==> src/rtl/exit_ctrl_pkg.sv <==
// Shared definitions for the simulation-exit controller: data width,
// register offsets, the timeout exit code and the controller state encoding.
package C;

    localparam int XLEN = 32;

    // Exit code reported when the watchdog ends the run
    localparam logic [XLEN-1:0] EXIT_CODE_TIMEOUT = 32'hDEAD;

    // Byte offsets of the two registers from the window base
    localparam logic [XLEN-1:0] TOHOST_OFF = 32'h0;
    localparam logic [XLEN-1:0] STATUS_OFF = 32'h8;

    typedef enum logic [1:0] {
        ST_IDLE  = 2'd0,
        ST_DRAIN = 2'd1,
        ST_DONE  = 2'd2
    } state_t;

endpackage

==> src/rtl/exit_ctrl_watchdog.sv <==
// Watchdog for the exit controller: counts cycles since reset release and
// flags expiry once WDOG_CYCLES cycles have elapsed. Only present when
// EXIT_WATCHDOG_EN is defined.
`ifdef EXIT_WATCHDOG_EN
module exit_watchdog #(
    parameter int WDOG_CYCLES = 100000
) (
    input  logic clk,
    input  logic rstn,
    input  logic en_i,
    output logic expired_o
);

    // Counter value seen in the last cycle before the timeout takes effect
    localparam logic [31:0] LIMIT = 32'(WDOG_CYCLES - 1);

    logic [31:0] cnt;

    // Count enabled cycles, saturating at the limit
    always_ff @(posedge clk or negedge rstn) begin
        if (!rstn) begin
            cnt <= '0;
        end else if (en_i && (cnt != LIMIT)) begin
            cnt <= cnt + 32'd1;
        end
    end

    assign expired_o = en_i && (cnt == LIMIT);

endmodule
`endif

==> src/rtl/exit_ctrl.sv <==
// Simulation-exit controller. Two-register window: TOHOST (write with bit0=1
// to request exit, code = wdata>>1) and STATUS (bit0 draining, bit1 done).
// After a request the controller drains for DRAIN_CYCLES cycles, then raises
// a sticky exit_o with the latched code.
// Optional feature: define EXIT_WATCHDOG_EN to add a watchdog that forces
// exit with code EXIT_CODE_TIMEOUT after WDOG_CYCLES idle cycles.
module exit_ctrl
    import C::*;
#(
    parameter logic [C::XLEN-1:0] BASE_ADDR    = 'h0,
    parameter int                 DRAIN_CYCLES = 8,
    parameter int                 WDOG_CYCLES  = 100000
) (
    input  logic                 clk,
    input  logic                 rstn,
    input  logic                 req_valid_i,
    output logic                 req_ready_o,
    input  logic                 req_we_i,
    input  logic [C::XLEN-1:0]   req_addr_i,
    input  logic [C::XLEN-1:0]   req_wdata_i,
    output logic                 rsp_valid_o,
    output logic [C::XLEN-1:0]   rsp_rdata_o,
    output logic                 exit_o,
    output logic [C::XLEN-1:0]   exit_code_o
);

    localparam logic [XLEN-1:0] TOHOST_ADDR = BASE_ADDR + TOHOST_OFF;
    localparam logic [XLEN-1:0] STATUS_ADDR = BASE_ADDR + STATUS_OFF;
    localparam logic [7:0]      DRAIN_LAST  = 8'(DRAIN_CYCLES - 1);

    state_t            state;
    logic [7:0]        drain_cnt;
    logic [XLEN-1:0]   code_q;
    logic              accept;
    logic              is_tohost;
    logic              is_status;
    logic              trigger;
    logic [XLEN-1:0]   status_word;
    logic [XLEN-1:0]   rdata_next;
    logic              wd_expired;

    assign accept      = req_valid_i && req_ready_o;
    assign is_tohost   = (req_addr_i == TOHOST_ADDR);
    assign is_status   = (req_addr_i == STATUS_ADDR);
    // Only odd TOHOST values request an exit; even values are reserved
    assign trigger     = accept && req_we_i && is_tohost && req_wdata_i[0];
    assign status_word = {{(XLEN-2){1'b0}}, state == ST_DONE, state == ST_DRAIN};
    // TOHOST and out-of-range reads return zero, as do all writes
    assign rdata_next  = (!req_we_i && is_status) ? status_word : '0;

`ifdef EXIT_WATCHDOG_EN
    exit_watchdog #(
        .WDOG_CYCLES (WDOG_CYCLES)
    ) u_watchdog (
        .clk       (clk),
        .rstn      (rstn),
        .en_i      (state != ST_DONE),
        .expired_o (wd_expired)
    );
`else
    // No watchdog in this build: expiry can never occur
    assign wd_expired = 1'b0 & (WDOG_CYCLES != 0);
`endif

    // Control FSM with registered handshake, response and exit outputs
    always_ff @(posedge clk or negedge rstn) begin
        if (!rstn) begin
            state       <= ST_IDLE;
            drain_cnt   <= '0;
            code_q      <= '0;
            req_ready_o <= 1'b0;
            rsp_valid_o <= 1'b0;
            rsp_rdata_o <= '0;
            exit_o      <= 1'b0;
            exit_code_o <= '0;
        end else begin
            // Every accepted request is answered in the following cycle
            rsp_valid_o <= accept;
            rsp_rdata_o <= accept ? rdata_next : '0;

            case (state)
                ST_IDLE: begin
                    if (wd_expired) begin
                        // Watchdog wins over a simultaneous exit request
                        state       <= ST_DONE;
                        code_q      <= EXIT_CODE_TIMEOUT;
                        exit_o      <= 1'b1;
                        exit_code_o <= EXIT_CODE_TIMEOUT;
                        req_ready_o <= 1'b1;
                    end else if (trigger) begin
                        state       <= ST_DRAIN;
                        code_q      <= {1'b0, req_wdata_i[XLEN-1:1]};
                        drain_cnt   <= '0;
                        req_ready_o <= 1'b0;
                    end else begin
                        req_ready_o <= 1'b1;
                    end
                end
                ST_DRAIN: begin
                    if (drain_cnt == DRAIN_LAST) begin
                        state       <= ST_DONE;
                        exit_o      <= 1'b1;
                        exit_code_o <= code_q;
                        req_ready_o <= 1'b1;
                    end else begin
                        drain_cnt   <= drain_cnt + 8'd1;
                        req_ready_o <= 1'b0;
                    end
                end
                ST_DONE: begin
                    // Terminal: further TOHOST writes are answered but ignored
                    req_ready_o <= 1'b1;
                end
                default: begin
                    state       <= ST_IDLE;
                    req_ready_o <= 1'b0;
                end
            endcase
        end
    end

endmodule

==> config.mk <==
export PLATFORM = sky130hd
export DESIGN_NAME = exit_ctrl
export DESIGN_NICKNAME = d
export VERILOG_FILES = /design/src/rtl/exit_ctrl_pkg.sv /design/src/rtl/exit_ctrl_watchdog.sv /design/src/rtl/exit_ctrl.sv
export SDC_FILE = /design/constraint.sdc
export NUM_CORES = 1
export LEC_CHECK = 0
export CAP_MARGIN = 5
export CELL_PAD_IN_SITES_DETAIL_PLACEMENT = 0
export CELL_PAD_IN_SITES_GLOBAL_PLACEMENT = 1
export CORE_MARGIN = 5
export CORE_UTILIZATION = 30
export DETAILED_ROUTE_END_ITERATION = 6
export PLACE_DENSITY_LB_ADDON = 0.1
export REMOVE_ABC_BUFFERS = 1
export SYNTH_ARGS = -nofsm -noshare
export SYNTH_HDL_FRONTEND = slang
export SYNTH_HIERARCHICAL = 1
export SYNTH_SLANG_ARGS = --single-unit
==> constraint.sdc <==
create_clock -name clk -period 3.3 [get_ports clk]
set_input_delay 0.825 -clock clk [delete_from_list [all_inputs] [get_ports clk]]
set_output_delay 0.825 -clock clk [all_outputs]
set_load 0.01 [all_outputs]
==> impl_metrics.yaml <==
global_routing:
  grt_pass1_vias: 2210
  grt_pass1_wl_um: 11600
  grt_antenna_before_repair: 0
  grt_max_degree: 78
  grt_use_total_pct: 11.3
  grt-ovfl-total: 0
outcome:
  status: "completed"
synthesis:
  yosys_warnings: 6
  synth_compound_area_share_pct: 2.61
  synth_seq_area_share_pct: 58.2
  yosysTopAreaCellShare_pct: 58.2
  synth_flop_cell: "dfrtp_1"
  synth_edf_count: 0
  synth_top_family_by_area: "multiplexers"
  synthMuxAreaShare_pct: 21.1
  synth_simple_gate_area_share_pct: 8.96
  ys_top_cells_by_area: "dfrtp_1, mux2_2, buf_4, nor4_1, o21ai_0"
  synth.distinct_cells: 30
  ys_ff_latch: 77
  async_reset_ff_share_pct: 100
  syn_area_per_cell_um2: 13.4
  synthCells: 247
  synthAdderAreaFrac_pct: 0.378
  synthXorXnorAreaFrac_pct: 0.265
  synth_common_cells: "dfrtp_1, mux2_2, buf_4"
  synth_area_um2: 3310
  yosysMostFrequentCell: "dfrtp_1"
  synth_largest_area_cell: "dfrtp_1"
clocking:
  insertion_delay_ns: 0.34
  cts_resized: 0
  clkSlewWorstSetupHoldPaths_ns: 0.09
  cts_made_buffers: 9
  cts_setup_buffers: 0
  cts.path.max_buffers: 2
  clk_root_buffer_cell: "clkbuf_8"
  cts_tree: "built"
  cts_sinks: 77
  h-tree-depth: 3
  cts-hold-fix-buffers: 0
route:
  firstDrtPassIters: 4
  drt_iter0_markers: 52
  routed_wl_um: 7330
  vias: 2163
  wl_per_cell_um: 14.6
  routed_via_density: 4.31
  ant_nets: 0
  drc: 0
floorplan:
  io_pins: 135
  die_h_um: 115
  die_x_um: 115
  core_area_um2: 10800
  dieArea_um2: 13200
  initial_utilization_pct: 30.5
  core.rowCount: 38
sta:
  rsz0062_at_grt: "false"
  tns_ns: 0
  finalCritPeriodShare_pct: 78.8
  finalHoldViolCount: 0
  max_freq_mhz: 385
  worst_slack_ns: 0.700
  setup_viol: 0
  slew_viol_final: 0
  worst_pin_slew_ns: 0.980
  period_needed_ns: 2.60
  max_slew_margin_pct: 34.6
  finClkSkew_ns: 0.0115
placed_design:
  dpl_worst_slack_ns: 0.306
  io_buffers: 103
  dp_hpwl_um: 5410
  finalWeightedCongestion: 0.731
  placed_cell_area_um2: 4400
power_and_ir_drop:
  power_uw: 1850
  power_density_nw_per_um2: 400
  ir_drop_uv: 222
  p_leak_uw: 0.00213
flow_run:
  drv_cap: 0
worst_setup_path:
  r2r-start: "drain_cnt[5]"
  critPathArrivalTime_ns: 2.83
  worstSetupEndpointType: "flop"
  ff2ff_path_depth: 5
  cp.required_ns: 3.53
  start_kind: "input port"
  critPathKind: "in -> reg"
  worstReg2RegEnd: "exit_code_o[28]"
  r2r_setup_slack_ns: 1.08
  crit_fanout: 21
final_layout:
  n_fill_cell: 1062
  num_antenna_cells: 0
  post-route-cell-area_um2: 4620
  layout-drive-gt1-share_pct: 24.0
  utilization_pct: 42.7
  area_delta_synth_final_pct: 39.7
  final_nets: 426
min_path:
  hold_start: "exit_o"
  min_path_type: "reg -> reg"
  min_to: "exit_o"
  hold_depth: 1
per-stage QoR:
| stage | hold WS, ns | std cells |
|---|---|---|
| 6_report | 0.477 | 502 |
| 5_1_grt | 0.505 | 502 |
| 4_1_cts | 0.490 | 502 |
| 3_5_place_dp | 0.467 | 486 |
| 3_3_place_gp | 0.452 | 486 |
| 2_1_floorplan | 0.452 | 239 |
routing by layer:
metal  routed length, um  part of all wire, %  up-vias  global-route usage [%]
met1                3010                   41     1055                    14.2
met5                   0                    0        -                       0
li1                    -                    -     1031                       -
met2                3690                   50       69                    18.5
met3                 528                  7.2        8                    3.74
met4                  92                  1.3        0                    3.52
worst max path at each step:
| stage | start | end | slack (ns) | depth (start not counted) |
|---|---|---|---|---|
| after floorplan | req_addr_i[16] | code_q[10] | 0.27 | 4 |
| after global placement | req_addr_i[1] | code_q[22] | 0.33 | 6 |
| after detailed placement | req_addr_i[1] | code_q[13] | 0.31 | 6 |
| after CTS | req_addr_i[1] | code_q[21] | 0.68 | 6 |
| after global routing | req_addr_i[1] | code_q[21] | 0.56 | 6 |
| final | req_addr_i[1] | code_q[13] | 0.70 | 6 |
final cells by class:
class,count,area [um2],share of cell area [%]
repair buffers,107,1070,23.2
clock buffers,10,128,2.76
well taps,140,175,3.79
multi-input cells,161,1230,26.5
inverters,1,3.75,0.0812
clock inverters,6,93.8,2.03
flip-flops and latches,77,1930,41.7
cells by family after synthesis:
logic type | Yosys count
buffers and inverters | 39
muxes | 62
DFF | 77
xor gates and xnor gates | 1
AOI/OAI and AO/OA | 15
adders and majority gates | 1
other | 1
and+or+nand+nor | 51
critical path, cell delays in order:
cell and delay [ns]:
clkdlybuf4s50_1 0.40, nor4_1 0.30, nand4_1 0.23, nor4_4 0.34, buf_4 0.34, mux2_2 0.38
cells in the final DEF, fill, tap and decap left out:
| cell | synthesis | final |
|---|---|---|
| a31o_2 | 1 | 1 |
| a31oi_1 | 1 | 1 |
| and2_1 | 3 | 3 |
| and3_1 | 1 | 1 |
| buf_12 | 0 | 1 |
| buf_4 | 34 | 4 |
| bufinv_16 | 0 | 2 |
| clkbuf_1 | 1 | 1 |
| clkbuf_8 | 0 | 9 |
| clkdlybuf4s50_1 | 0 | 102 |
| clkinv_4 | 0 | 1 |
| clkinvlp_4 | 0 | 1 |
| conb_1 | 1 | 31 |
| dfrtp_1 | 77 | 77 |
| ha_1 | 1 | 1 |
| inv_1 | 1 | 1 |
| inv_6 | 0 | 2 |
| mux2_1 | 2 | 2 |
| mux2_2 | 60 | 60 |
| nand2_1 | 10 | 10 |
| nand2b_1 | 3 | 3 |
| nand3_1 | 6 | 6 |
| nand4_1 | 3 | 3 |
| nor2_1 | 4 | 3 |
| nor2_4 | 0 | 1 |
| nor2b_1 | 2 | 2 |
| nor3_1 | 1 | 1 |
| nor4_1 | 10 | 10 |
| nor4_2 | 1 | 1 |
| nor4_4 | 1 | 1 |
| o211ai_1 | 1 | 1 |
| o21a_1 | 1 | 1 |
| o21ai_0 | 10 | 10 |
| o22ai_1 | 1 | 1 |
| or2_2 | 3 | 3 |
| or3_1 | 3 | 3 |
| xnor2_1 | 1 | 1 |
sequential cells by signal, indices dropped and copies added (netlist names):
register and count:
code_q 31, exit_code_o 31, rsp_rdata_o 2, rsp_valid_o 1
req_ready_o 1, state 2, drain_cnt 8, exit_o 1
power by group:
part,internal [uW],switching [uW],total [uW]
Sequential,943,0.151,943
Clock,433,355,788
Combinational,71.3,48.9,120
Power figures use the tool's default switching activity.
==> variant 1, RTL diff (same flow settings) <==
Add a define of `EXIT_WATCHDOG_EN`.
--- a/src/rtl/exit_ctrl_watchdog.sv
+++ b/src/rtl/exit_ctrl_watchdog.sv
@@ -3,2 +3,4 @@
 // EXIT_WATCHDOG_EN is defined.
+`define EXIT_WATCHDOG_EN
+
 `ifdef EXIT_WATCHDOG_EN
Function: same outputs for any inputs over 10 cycles, from zero or initial values and one cycle with rstn low; that may be too few to reach the edited logic, so the function may still have changed.
==> variant 1 against the original RTL <==
Routed wire length up 85%. Clock power up 55%. Non-clock buffer count up 8. Register-to-register slack worse by 0.71 ns. Count of clock-buffer cells in the layout up 1. Via count up 83%. Setup slack worse by 0.33 ns. Combinational power up 21%. Power up 46%. Sequential cell count up 32. Final area up 44%. Area after synthesis up 53%. Critical endpoint is now drain_cnt[7]$_DFFE_PN0P_. Highest routed layer unchanged.
==> variant 1: results (changes against the original RTL) <==
- Non-clock inverter count in the final layout: 18 (+17)
- Top cells by area, synth: dfrtp_1, nand2_1, buf_4
- Met1 WL: 6.322 mm (+110%)
- Clock Skew: 0.009297 ns (-0.002241 ns)
- Clk cell area share: 5.029% (+0.24 points)
- Biggest regs: u_watchdog/cnt x32, code_q x31, exit_code_o x31
- Utilization after layout: 40.06% (-2.6 points)
- Warnings, synthesis: 6 (unchanged)
- Nets: 694 (+63%)
- Post-synth top cells: dfrtp_1, nand2_1, nand3_1
- Placed inst area: 6309 um^2 (+43%)
- Power share of the combinational group: 5.4% (-1.1 points)
- Port buffer count: 103 (unchanged)
- CP Max Fanout: 5 (-76%)
- Synth cell types: 45 (+50%)
- Sequential power share: 49.5% (-1.4 points)
- Root Driver: clkbuf_16
- Share of layout cells above drive strength 1: 6.200% (-18 points)
- Routability cong.: 0.7933 (+8.5%)
- Non-CTS buffers: 115 (+7.5%)
- Pin count of the biggest net entering global routing: 64 (-18%)
- Run status: finished, final reports clean
- Number of global-route vias before repair: 3996 (+81%)
- Fill cell count: 1661 (+56%)
- CTS clk-pin slew, worst paths: 0.07 ns (-0.02 ns)
- Initial DRC count: 154 (+200%)
- Gr usage total: 14.00% (+2.7 points)
- Ant. Diodes: 0 (unchanged)
- Critical path class: reg -> reg
- Measured slew at the worst slew-check pin: 0.5810 ns (-0.3992 ns)
- Peak supply drop: 0.2410 mV (+8.4%)
- Hold_ws: 0.4674 ns (-0.009949 ns)
- Clkbuf count: 11 (+1)
- Metal3 WL: 513 um (-2.8%)
- Reg2Reg Depth: 8 (+3)
- Initial antenna violation count: 0 (unchanged)
- Capturing point of the worst reg2reg path: drain_cnt[7]$_DFFE_PN0P_
- DR top layer: met4
- First-pass GRT wire length: 22.14 mm (+91%)
- Pleak: 2.868 nW (+35%)
- R2r setup slk: 0.37 ns (-0.71 ns)
- Met1 track demand over resource: 18.98% (+4.8 points)
- Fraction of area in multi-input gates: 31.34% (+4.8 points)
- FF-to-FF Start: u_watchdog/cnt[24]$_DFFE_PN0P_
- Met3 track demand over resource: 2.556% (-1.2 points)
- Period Utilization, post-route: 88.79% (+10 points)
- Crit path arrival time: 3.16 ns (+0.33 ns)
- Vias per cell: 4.668 (+8.3%)
- Comb_multi_in: 371 (+130%)
- Worst Hold Class: in -> async
- Placed Instances: 833 (+71%)
- Synthesized instance count: 525 (+110%)
- Post-Route WL: 13.59 mm (+85%)
- Pre-CTS setup slack: 0.2046 ns (-0.1012 ns)
- Power Sequential: 0.00134 W (+42%)
- Async set or reset register ratio after synthesis: 100.0% (unchanged)
- Switching share of power: 21.24% (-0.59 points)
- Non-clock buffers, area share: 17.40% (-5.8 points)
variant 1: changes by cell type after synthesis, sizes merged, moves of 9 or more:
| cell | change |
|---|---|
| nand4 | +9 |
| inv | +17 |
| nand2b | +21 |
| nand3 | +26 |
| a21oi | +21 |
| xnor2 | +16 |
| xor2 | +13 |
| nor2 | +22 |
| nor3 | +29 |
| dfrtp | +32 |
| clkbuf | +14 |
| o21ai | +30 |
| nand2 | +54 |
| mux2 | -60 |
variant 1: critical path: stages (launching register included):
cell and delay, ns:
dfrtp_1 0.42, or4_1 0.52, or4_4 0.54, nor4_2 0.36, nor3b_2 0.35, a31oi_4 0.11
nand2_1 0.18, nor3_1 0.07, a211o_1 0.27
variant 1: logic make-up after synthesis:
group / Yosys count / share of synthesized area [%]
simple gates: 227 / 22.73
xor+xnor: 30 / 5.176
mux: 2 / 0.4436
fa+ha+maj: 2 / 0.4929
flops: 109 / 53.73
compound gates: 79 / 9.318
other cells: 1 / 0.07388
buf+inv: 75 / 8.035
==> variant 2, RTL diff (same settings) <==
Without the edit above. Take the reset off `rsp_rdata_o` and load it in a clocked block of its own.
--- a/src/rtl/exit_ctrl.sv
+++ b/src/rtl/exit_ctrl.sv
@@ -72,3 +72,2 @@
             rsp_valid_o <= 1'b0;
-            rsp_rdata_o <= '0;
             exit_o      <= 1'b0;
@@ -78,3 +77,2 @@
             rsp_valid_o <= accept;
-            rsp_rdata_o <= accept ? rdata_next : '0;
 
@@ -121,2 +119,6 @@
 
+    always_ff @(posedge clk) begin
+        rsp_rdata_o <= accept ? rdata_next : '0;
+    end
+
 endmodule
Behaviour: no difference found for any inputs over 10 cycles, from zero or initial values and one cycle with rstn low; that may be too few to reach the edited logic, so the function may still have changed.
==> variant 2 against the original RTL <==
Area after synthesis grew 1.9%. Final area rose by 2.6%. Sequential cell count did not move. Power increased by 14%. Setup slack lost 0.031 ns. Routed wire length is 0.46% higher. Via count increased by 2.5%. Cell count is 0.80% higher. Synthesized cell count rose by 1.6%. Largest power group is now the clock network.
==> variant 2: results (changes against the original RTL) <==
- Pleak: 2.187 nW (+2.5%)
- Initial DRC count: 78 (+50%)
- First-pass GRT wire length: 11.56 mm (-0.18%)
- Maximum root-to-sink buffer count: 2 (unchanged)
- Warnings, synthesis: 6 (unchanged)
- Max-Slew Margin vs Limit: 35.78% (+1.1 points)
- DP Wirelength: 5.217 mm (-3.6%)
- Routability cong.: 0.7095 (-3.0%)
- DR top layer: met4
- Vias per cell: 4.379 (+1.6%)
- Clk Latency, worst-skew pair: 0.33 ns
- Synth cell types: 36 (+20%)
- Sequential share of the synthesized area: 56.80% (-1.4 points)
- Non-Filler Instances: 506 (+0.80%)
- Post-CTS Resized: 0 (unchanged)
- Fill cell count: 1031 (-2.9%)
- Post-synth top cells: dfrtp_1, mux2_2, buf_4
- Run status: finished, final reports clean
- Met1 WL: 3.154 mm (+4.7%)
- CP Max Fanout: 32 (+52%)
- Pin count of the biggest net entering global routing: 76 (-2.6%)
- Avg Inst Size Synth: 13.44 um^2 (+0.30%)
- Gr usage total: 11.13% (-0.17 points)
- Biggest regs: code_q x31, exit_code_o x31, drain_cnt x8
- Port buffer count: 103 (unchanged)
- Share of layout cells above drive strength 1: 23.50% (-0.54 points)
- Peak supply drop: 0.2139 mV (-3.8%)
- Nets: 430 (+0.94%)
- Crit path arrival time: 2.84 ns (about the same)
- Initial antenna violation count: 0 (unchanged)
- Number of global-route vias before repair: 2338 (+5.8%)
- Pins Over Slew Limit: 0 (unchanged)
- Drt first pass iters: 4 (unchanged)
- H-tree lvl count: 3 (unchanged)
- Async set or reset register ratio after synthesis: 97.40% (-2.6 points)
- Ant. Diodes: 0 (unchanged)
- CTS Buf Count: 9 (unchanged)
- CTS clk-pin slew, worst paths: 0.06 ns (-0.03 ns)
- Post-Route WL: 7.361 mm (+0.46%)
- Top cells by area, synth: dfrtp_1, mux2_2, buf_4
- Setup Buffers After CTS: 0 (unchanged)
- Pre-CTS setup slack: 0.2678 ns (-0.03811 ns)
- Clock Skew: 0.007166 ns (-0.004372 ns)
- Worst Hold Class: reg -> reg
- Root Driver: clkbuf_16
- Routed wl met2: 3.340 mm (-9.6%)
- Metal3 WL: 797 um (+51%)
- Placed Instances: 490 (+0.82%)
==> variant 2: layout make-up <==
type | count | share of cell area, %
flip-flops and latches | 77 | 40.39
clock inverters | 5 | 1.766
well taps | 140 | 3.691
repair buffers | 107 | 22.57
clock buffers | 11 | 4.904
inverters | 1 | 0.07909
multi-input cells | 165 | 26.60
==> variant 2: power breakdown <==
group          switching, W  internal (W)
Sequential      0.000000146      0.000944
Clock              0.000384      0.000666
Combinational     0.0000475     0.0000716
Total              0.000431       0.00168
==> variant 2: worst paths after layout <==
check	startpoint	end	slack [ns]	cells past startpoint
max in group asynchronous	rstn	code_q[21]$_DFFE_PN0P_	2.03	1
min in group asynchronous	rstn	exit_code_o[20]$_DFFE_PN0P_	0.63	1
max reg2reg	drain_cnt[3]$_DFFE_PN0P_	exit_code_o[27]$_DFFE_PN0P_	1.12	5
min reg2reg	exit_o$_DFFE_PN0P_	exit_o$_DFFE_PN0P_	0.46	1
min	exit_o$_DFFE_PN0P_	exit_o$_DFFE_PN0P_	0.46	1
max	req_addr_i[1]	code_q[0]$_DFFE_PN0P_	0.67	6
==> variant 2: logic make-up (layout without fill, tap and decap cells) <==
kind of cell,Yosys count,after routing,share of synthesized area [%]
compound gates,16,16,3.040
fa+ha+maj,1,1,0.3707
buf+inv,39,124,9.121
flops,77,77,56.80
mux,62,62,20.69
other cells,1,31,0.1111
simple gates,55,55,9.863
==> variant 2: per-layer routing <==
layer | up-vias | global-route usage [%]
li1 | 1053 | -
met1 | 1061 | 14.33
met2 | 97 | 17.07
met3 | 5 | 4.543
met4 | 0 | 3.712
met5 | - | 0
==> variant 2: through the flow <==
step | area (um^2) | utilization [%] | hold WS, ns
3_5_place_dp | 4429 | 40.50 | 0.4514
5_1_grt | 4746 | 43.40 | 0.4747
6_report | 4746 | 43.40 | 0.4645
3_3_place_gp | 4429 | 40.50 | 0.4490
4_1_cts | 4746 | 43.40 | 0.4695
2_1_floorplan | 3183 | - | 0.4474
==> variant 2: critical path, cell delays in order <==
cell and delay, ns:
clkdlybuf4s50_1 0.41, nor4_1 0.33, nand4_1 0.26, nor4_4 0.38
buf_12 0.26, mux2_2 0.36
